## src/rtl/bp_perf_pkg.sv

```systemverilog
// Shared definitions for the branch-predictor performance monitor:
// FSM state encoding, read-select map and default counter width.
package bp_perf_pkg;

    typedef enum logic [1:0] {
        ST_IDLE = 2'd0,
        ST_RUN  = 2'd1,
        ST_DONE = 2'd2
    } state_t;

    localparam int CNT_W_DEFAULT = 16;

    localparam int SEL_CYCLE     = 0;
    localparam int SEL_STALL     = 1;
    localparam int SEL_FLUSH     = 2;
    localparam int SEL_TYPE_BASE = 4;

endpackage

```

## src/rtl/sat_counter.sv

```systemverilog
// Saturating up-counter with synchronous clear; sat_hit flags an increment
// that was swallowed because the counter already sits at its maximum.
module sat_counter #(
    parameter int CNT_W = 16
) (
    input  logic             clk,
    input  logic             rst_n,
    input  logic             clear,
    input  logic             inc,
    output logic [CNT_W-1:0] value,
    output logic             sat_hit
);

    localparam logic [CNT_W-1:0] CNT_MAX = '1;

    assign sat_hit = inc && !clear && (value == CNT_MAX);

    always_ff @(posedge clk or negedge rst_n) begin
        if (!rst_n) begin
            value <= '0;
        end else if (clear) begin
            value <= '0;
        end else if (inc && (value != CNT_MAX)) begin
            value <= value + CNT_W'(1);
        end
    end

endmodule

```

## src/rtl/bp_perf_monitor.sv

```systemverilog
// Run-based event counters (cycles, stalls, flushes, per-class branches) with a
// registered read port. Optional per-class flush bank: BP_PERF_TYPE_FLUSH_EN.
//   state   | meaning
//   ST_IDLE | after reset, counters zero, waiting for start
//   ST_RUN  | counting events until finish
//   ST_DONE | counters frozen for readout, start begins a new run
module bp_perf_monitor
    import bp_perf_pkg::*;
#(
    parameter int CNT_W     = CNT_W_DEFAULT,
    parameter int NUM_TYPES = 2,
    parameter int TYPE_W    = 4
) (
    input  logic              clk,
    input  logic              rst_n,
    input  logic              start,
    input  logic              finish,
    input  logic              stall,
    input  logic              flush,
    input  logic              br_valid,
    input  logic [TYPE_W-1:0] br_type,
    input  logic [TYPE_W+1:0] rd_sel,
    output logic [CNT_W-1:0]  rd_data,
    output logic              done,
    output logic              running,
    output logic              sat
);

    localparam int SEL_W = TYPE_W + 2;

    state_t state, state_nxt;
    logic   clr_all, cnt_en, running_nxt, done_nxt, any_hit;

    always_ff @(posedge clk or negedge rst_n) begin
        if (!rst_n) begin
            state <= ST_IDLE;
        end else begin
            state <= state_nxt;
        end
    end

    always_comb begin
        state_nxt = state;
        case (state)
            ST_IDLE: if (start)  state_nxt = ST_RUN;
            ST_RUN:  if (finish) state_nxt = ST_DONE;
            ST_DONE: if (start)  state_nxt = ST_RUN;
            default:             state_nxt = ST_IDLE;
        endcase
    end

    always_comb begin
        cnt_en      = (state == ST_RUN);
        clr_all     = (state != ST_RUN) && start;
        running_nxt = (state_nxt == ST_RUN);
        done_nxt    = (state_nxt == ST_DONE);
    end

    always_ff @(posedge clk or negedge rst_n) begin
        if (!rst_n) begin
            running <= 1'b0;
            done    <= 1'b0;
        end else begin
            running <= running_nxt;
            done    <= done_nxt;
        end
    end

    logic [CNT_W-1:0] cyc_val, stall_val, flush_val;
    logic             cyc_hit, stall_hit, flush_hit;

    sat_counter #(.CNT_W(CNT_W)) u_cyc (
        .clk(clk), .rst_n(rst_n), .clear(clr_all), .inc(cnt_en),
        .value(cyc_val), .sat_hit(cyc_hit)
    );

    sat_counter #(.CNT_W(CNT_W)) u_stall (
        .clk(clk), .rst_n(rst_n), .clear(clr_all), .inc(cnt_en && stall),
        .value(stall_val), .sat_hit(stall_hit)
    );

    sat_counter #(.CNT_W(CNT_W)) u_flush (
        .clk(clk), .rst_n(rst_n), .clear(clr_all), .inc(cnt_en && flush),
        .value(flush_val), .sat_hit(flush_hit)
    );

    // Types at or above NUM_TYPES match no bank entry and are dropped.
    logic [CNT_W-1:0]     br_val [NUM_TYPES];
    logic [NUM_TYPES-1:0] br_inc, br_hit;

    for (genvar k = 0; k < NUM_TYPES; k++) begin : g_br
        assign br_inc[k] = cnt_en && br_valid && (br_type == TYPE_W'(k));

        sat_counter #(.CNT_W(CNT_W)) u_br (
            .clk(clk), .rst_n(rst_n), .clear(clr_all), .inc(br_inc[k]),
            .value(br_val[k]), .sat_hit(br_hit[k])
        );
    end

`ifdef BP_PERF_TYPE_FLUSH_EN
    logic [CNT_W-1:0]     tf_val [NUM_TYPES];
    logic [NUM_TYPES-1:0] tf_hit;

    for (genvar k = 0; k < NUM_TYPES; k++) begin : g_tf
        sat_counter #(.CNT_W(CNT_W)) u_tf (
            .clk(clk), .rst_n(rst_n), .clear(clr_all), .inc(br_inc[k] && flush),
            .value(tf_val[k]), .sat_hit(tf_hit[k])
        );
    end
`endif

    always_comb begin
        any_hit = cyc_hit | stall_hit | flush_hit | (|br_hit);
`ifdef BP_PERF_TYPE_FLUSH_EN
        any_hit = any_hit | (|tf_hit);
`endif
    end

    always_ff @(posedge clk or negedge rst_n) begin
        if (!rst_n) begin
            sat <= 1'b0;
        end else if (clr_all) begin
            sat <= 1'b0;
        end else if (any_hit) begin
            sat <= 1'b1;
        end
    end

    // Unmapped selects (reserved slot, absent bank, out of range) read zero.
    logic [CNT_W-1:0] rd_mux;

    always_comb begin
        rd_mux = '0;
        case (rd_sel)
            SEL_W'(SEL_CYCLE): rd_mux = cyc_val;
            SEL_W'(SEL_STALL): rd_mux = stall_val;
            SEL_W'(SEL_FLUSH): rd_mux = flush_val;
            default:           rd_mux = '0;
        endcase
        for (int k = 0; k < NUM_TYPES; k++) begin
            if (rd_sel == SEL_W'(SEL_TYPE_BASE + k)) rd_mux = br_val[k];
`ifdef BP_PERF_TYPE_FLUSH_EN
            if (rd_sel == SEL_W'(SEL_TYPE_BASE + NUM_TYPES + k)) rd_mux = tf_val[k];
`endif
        end
    end

    always_ff @(posedge clk or negedge rst_n) begin
        if (!rst_n) begin
            rd_data <= '0;
        end else begin
            rd_data <= rd_mux;
        end
    end

endmodule

```

## config.mk

```make
export PLATFORM = sky130hd
export DESIGN_NAME = bp_perf_monitor
export DESIGN_NICKNAME = d
export VERILOG_FILES = /design/src/rtl/bp_perf_pkg.sv /design/src/rtl/sat_counter.sv /design/src/rtl/bp_perf_monitor.sv
export SDC_FILE = /design/constraint.sdc
export NUM_CORES = 1
export LEC_CHECK = 0
export BUFFER_PORTS_ARGS = -buffer_cell sky130_fd_sc_hd__buf_2
export CAP_MARGIN = 5
export CORE_MARGIN = 4
export CORE_UTILIZATION = 40
export DETAILED_ROUTE_END_ITERATION = 12
export GPL_TIMING_DRIVEN = 1
export PLACE_DENSITY = 0.59
export SYNTH_ARGS = -nofsm -noshare
export SYNTH_HDL_FRONTEND = slang
export SYNTH_SLANG_ARGS = --single-unit
export TNS_END_PERCENT = 10
```

## constraint.sdc

```tcl
create_clock -name clk -period 4.5 [get_ports clk]
set_clock_uncertainty 0.2 [all_clocks]
set_input_delay 0.675 -clock clk [delete_from_list [all_inputs] [get_ports clk]]
set_output_delay 0.675 -clock clk [all_outputs]
set_load 0.02 [all_outputs]
```

==> flow_results.xml <==
<?xml version="1.0" encoding="UTF-8"?>
<metrics>
  <group name="outcome">
    <metric name="outcome" unit="">completed</metric>
  </group>
  <group name="logic_synthesis">
    <metric name="post_synth_mux_area_share" unit="%">5.21</metric>
    <metric name="post_synthesis_instance_area" unit="sq mm">0.00557</metric>
    <metric name="synth_area_per_cell" unit="sq um">9.14</metric>
    <metric name="synthSimpleGateAreaFrac" unit="%">27.2</metric>
    <metric name="ys_async_sr_fraction" unit="%">100</metric>
    <metric name="synth_top_area_cell" unit="">sky130_fd_sc_hd__dfrtp_1</metric>
    <metric name="synthesis.yosys.warnings" unit="">0</metric>
    <metric name="synth.distinct_cells" unit="">56</metric>
    <metric name="yosys.cell_count.top_type" unit="">sky130_fd_sc_hd__nor2_1</metric>
    <metric name="combinational_family_with_the_most_area_after_synthesis" unit="">simple AND/OR/NAND/NOR gates</metric>
    <metric name="ys_seq_area_share" unit="%">45.4</metric>
    <metric name="synth-edff-count" unit="">0</metric>
    <metric name="ys_ff_latch" unit="">101</metric>
    <metric name="post_synth_main_area_contributors" unit="">sky130_fd_sc_hd__dfrtp_1, sky130_fd_sc_hd__nor2_1, sky130_fd_sc_hd__xnor2_1</metric>
    <metric name="synthCells" unit="">609</metric>
    <metric name="synth_top_cells_by_count" unit="">sky130_fd_sc_hd__nor2_1, sky130_fd_sc_hd__dfrtp_1, sky130_fd_sc_hd__nand2_1</metric>
    <metric name="synth_adder_area_share" unit="%">1.12</metric>
    <metric name="synth-xor-area-share" unit="%">8.65</metric>
    <metric name="post-synth-top-area-fraction" unit="%">45.4</metric>
    <metric name="total_nets_after_synthesis" unit="">631</metric>
    <metric name="synth_compound_area_share" unit="%">9.59</metric>
    <metric name="dominantRegCellSynth" unit="">sky130_fd_sc_hd__dfrtp_1</metric>
  </group>
  <group name="clocking">
    <metric name="cts_root_buffer" unit="">sky130_fd_sc_hd__clkbuf_16</metric>
    <metric name="post_cts_resized" unit="">0</metric>
    <metric name="cts_tree" unit="">done</metric>
    <metric name="path_clk_slew" unit="ns">0.07</metric>
    <metric name="clock_sink_count" unit="">101</metric>
    <metric name="cts_setup_buffers" unit="">0</metric>
    <metric name="cts_hold_buffers" unit="">0</metric>
    <metric name="number_of_buffers_created_by_cts" unit="">9</metric>
    <metric name="cts_max_level" unit="">3</metric>
    <metric name="clk_path_buf_depth" unit="">2</metric>
    <metric name="worstSkewPairLatency" unit="ns">0.36</metric>
  </group>
  <group name="global_routing">
    <metric name="globalRouteOverflowTotal" unit="">0</metric>
    <metric name="first_pass_grt_wire_length" unit="mm">24.3</metric>
    <metric name="grt_max_degree" unit="">49</metric>
    <metric name="number_of_global_route_vias_before_repair" unit="">4713</metric>
    <metric name="global_route.usage.total" unit="%">19.1</metric>
    <metric name="antenna_violations_before_repair" unit="">0</metric>
  </group>
  <group name="worst_setup_path">
    <metric name="critical_path_peak_fanout" unit="">8</metric>
    <metric name="critical_path_class" unit="">reg -&gt; reg</metric>
    <metric name="required" unit="ns">4.54</metric>
    <metric name="cp_slowest_stage_delay" unit="ns">0.71</metric>
    <metric name="critPathArrivalTime" unit="ns">2.72</metric>
    <metric name="critical_path.endpoint_type" unit="">register</metric>
    <metric name="timing.critical_path.from_type" unit="">register</metric>
    <metric name="crit_slowest_cell" unit="">sky130_fd_sc_hd__nor2b_1</metric>
    <metric name="cp_cell_sequence" unit="">nor2b_1, nand2_1, a2111oi_1, xnor2_1, nor2_1</metric>
    <metric name="rr_worst_depth" unit="">5</metric>
  </group>
  <group name="power_and_ir_drop">
    <metric name="peakVddDrop" unit="mV">0.206</metric>
    <metric name="power.switching" unit="mW">0.583</metric>
    <metric name="internal_power" unit="mW">1.41</metric>
    <metric name="switching_share" unit="%">29.3</metric>
    <metric name="static-leakage-power" unit="nW">2.62</metric>
    <metric name="power.density" unit="mW/mm^2">321</metric>
    <metric name="pwr-share-comb" unit="%">12.1</metric>
    <metric name="flop_pwr_share" unit="%">50.0</metric>
    <metric name="pwr-share-clk" unit="%">38.0</metric>
  </group>
  <group name="floorplanning">
    <metric name="initial_utilization" unit="%">41.4</metric>
    <metric name="number_of_top_level_pins" unit="">36</metric>
    <metric name="std_cell_core_area" unit="sq mm">0.0135</metric>
    <metric name="fp.dieArea" unit="sq mm">0.0159</metric>
    <metric name="die_h" unit="um">126</metric>
    <metric name="chipWidth" unit="um">126</metric>
    <metric name="row_count" unit="">42</metric>
  </group>
  <group name="sta">
    <metric name="setup_viol_count_final" unit="">0</metric>
    <metric name="slew-limit-headroom" unit="%">45.9</metric>
    <metric name="rsz_0062_raised_after_global_routing" unit="">false</metric>
    <metric name="tightest_slew" unit="ns">0.810</metric>
    <metric name="fmax" unit="MHz">374</metric>
    <metric name="timing_max_transition_violations_final" unit="">0</metric>
    <metric name="finalSetupTns" unit="ns">0</metric>
    <metric name="finalHoldViolations" unit="">0</metric>
    <metric name="timing.final.crit_share" unit="%">59.5</metric>
    <metric name="final_period_minus_worst_setup_slack" unit="ns">2.68</metric>
  </group>
  <group name="cells_and_area">
    <metric name="area_delta_synth_final" unit="%">11.3</metric>
    <metric name="final_net_count" unit="">657</metric>
    <metric name="antenna_cells" unit="">0</metric>
    <metric name="layout-drive-gt1-share" unit="%">14.5</metric>
    <metric name="nFillCells" unit="">1359</metric>
    <metric name="area_used_by_multi_input_combinational_logic" unit="sq mm">0.00290</metric>
    <metric name="final_area" unit="sq mm">0.00620</metric>
    <metric name="area.sequential" unit="sq mm">0.00253</metric>
  </group>
  <group name="route">
    <metric name="via_density_per_instance" unit="">5.75</metric>
    <metric name="route.final.wire_length" unit="mm">14.8</metric>
    <metric name="routed-via-count" unit="">4694</metric>
    <metric name="drtPass1Iterations" unit="">5</metric>
    <metric name="antenna_violating_nets_post_route" unit="">0</metric>
    <metric name="dr.first_iter.drc_count" unit="">413</metric>
    <metric name="remaining_drc_errors" unit="">0</metric>
    <metric name="post_drt_wl_per_cell" unit="um">18.1</metric>
  </group>
  <group name="placed_design">
    <metric name="place_area" unit="sq mm">0.00592</metric>
    <metric name="routability_driven_placement_congestion_ratio" unit="">0.850</metric>
    <metric name="portBuffers" unit="">35</metric>
    <metric name="post-dp-hpwl" unit="mm">10.8</metric>
  </group>
  <group name="run">
    <metric name="max_cap_viol_count" unit="">0</metric>
  </group>
  <group name="hold_path">
    <metric name="min_path_type" unit="">in -&gt; async</metric>
  </group>
</metrics>
worst paths after layout:
kind                                              startpoint                           endpoint  slack (ns)
worst max-delay path                      state[0]$_DFF_PN0_       u_flush.value[7]$_DFFE_PN0P_        1.82
worst min-delay path                                   rst_n  g_br[1].u_br.value[5]$_DFFE_PN0P_        0.02
worst max register to register            state[0]$_DFF_PN0_       u_flush.value[7]$_DFFE_PN0P_        1.82
worst min register to register  u_flush.value[3]$_DFFE_PN0P_       u_flush.value[3]$_DFFE_PN0P_        0.33
max in group asynchronous                              rst_n       u_stall.value[0]$_DFFE_PN0P_        3.13
min in group clk                u_flush.value[3]$_DFFE_PN0P_       u_flush.value[3]$_DFFE_PN0P_        0.33
power by group through the flow:
| stage | logic [mW] | clock network [mW] | registers [mW] |
|---|---|---|---|
| 2_1_floorplan | 0.159 | 0 | 0.998 |
| 3_3_place_gp | 0.238 | 0 | 1.01 |
| 3_5_place_dp | 0.243 | 0 | 1.01 |
| 4_1_cts | 0.244 | 0.777 | 0.994 |
| 5_1_grt | 0.272 | 0.810 | 1.00 |
| 6_report | 0.240 | 0.756 | 0.995 |
through the flow:
step | utilization [%] | total power [mW] | instances | hold slack, ns | setup slack [ns]
2_1_floorplan | - | 1.16 | 609 | 0.179 | 2.07
3_3_place_gp | 44.0 | 1.25 | 800 | 0.314 | 1.86
3_5_place_dp | 44.0 | 1.25 | 800 | 0.327 | 1.76
4_1_cts | 46.1 | 2.02 | 816 | 0.0231 | 1.84
5_1_grt | 46.1 | 2.08 | 816 | 0.0405 | 1.69
6_report | 46.1 | 1.99 | 816 | 0.0160 | 1.82
placed cells by master (no fill, tap or decap), drive strengths merged, types with 13 or more instances in the layout:
master / n
nand2: 46
mux2: 16
buf: 42
nor2: 119
a21oi: 31
xor2: 13
nor4: 23
nor3: 15
xnor2: 42
nand3: 25
nand4: 22
dfrtp: 101
o22ai: 18
layout make-up:
cell class	instances	area share, %
inverter	10	0.605
sequential	101	40.8
multi-input combinational	471	46.8
clock inverter	6	0.747
tap	176	3.55
clock buffer	10	3.85
timing repair buffer	42	3.71
flip-flops by register name, indices dropped and copies added, names as in the netlist:
signal	cells
g_br.u_br.value	32
rd_data	16
u_cyc.value	16
u_flush.value	16
u_stall.value	16
state	2
done	1
running	1
sat	1
routing by layer:
layer	share of wire [%]	vias up	GRT usage (%)
met2	48	142	30.6
met1	43	2286	24.9
met5	0	-	0
met4	3.4	0	7.82
li1	-	2230	-
met3	5.8	36	4.87
cells by family (layout without fill, tap and decap cells):
| logic type | count (synthesis) | count (layout) |
|---|---|---|
| AND/OR/NAND/NOR | 300 | 300 |
| flip-flops | 101 | 101 |
| buffers and inverters | 37 | 68 |
| adder cells (fa/ha/maj) | 5 | 5 |
| AO/OA/AOI/OAI | 84 | 84 |
| multiplexers | 27 | 27 |
| XOR/XNOR | 55 | 55 |
critical path: cells and delay by family (launching register included):
| kind | cells | cell delay, ns |
|---|---|---|
| simple gates | 3 | 1.12 |
| compound gates | 1 | 0.48 |
| xor+xnor | 1 | 0.19 |
| flops | 1 | 0.56 |
No activity file was read; power rests on OpenSTA's default activity.
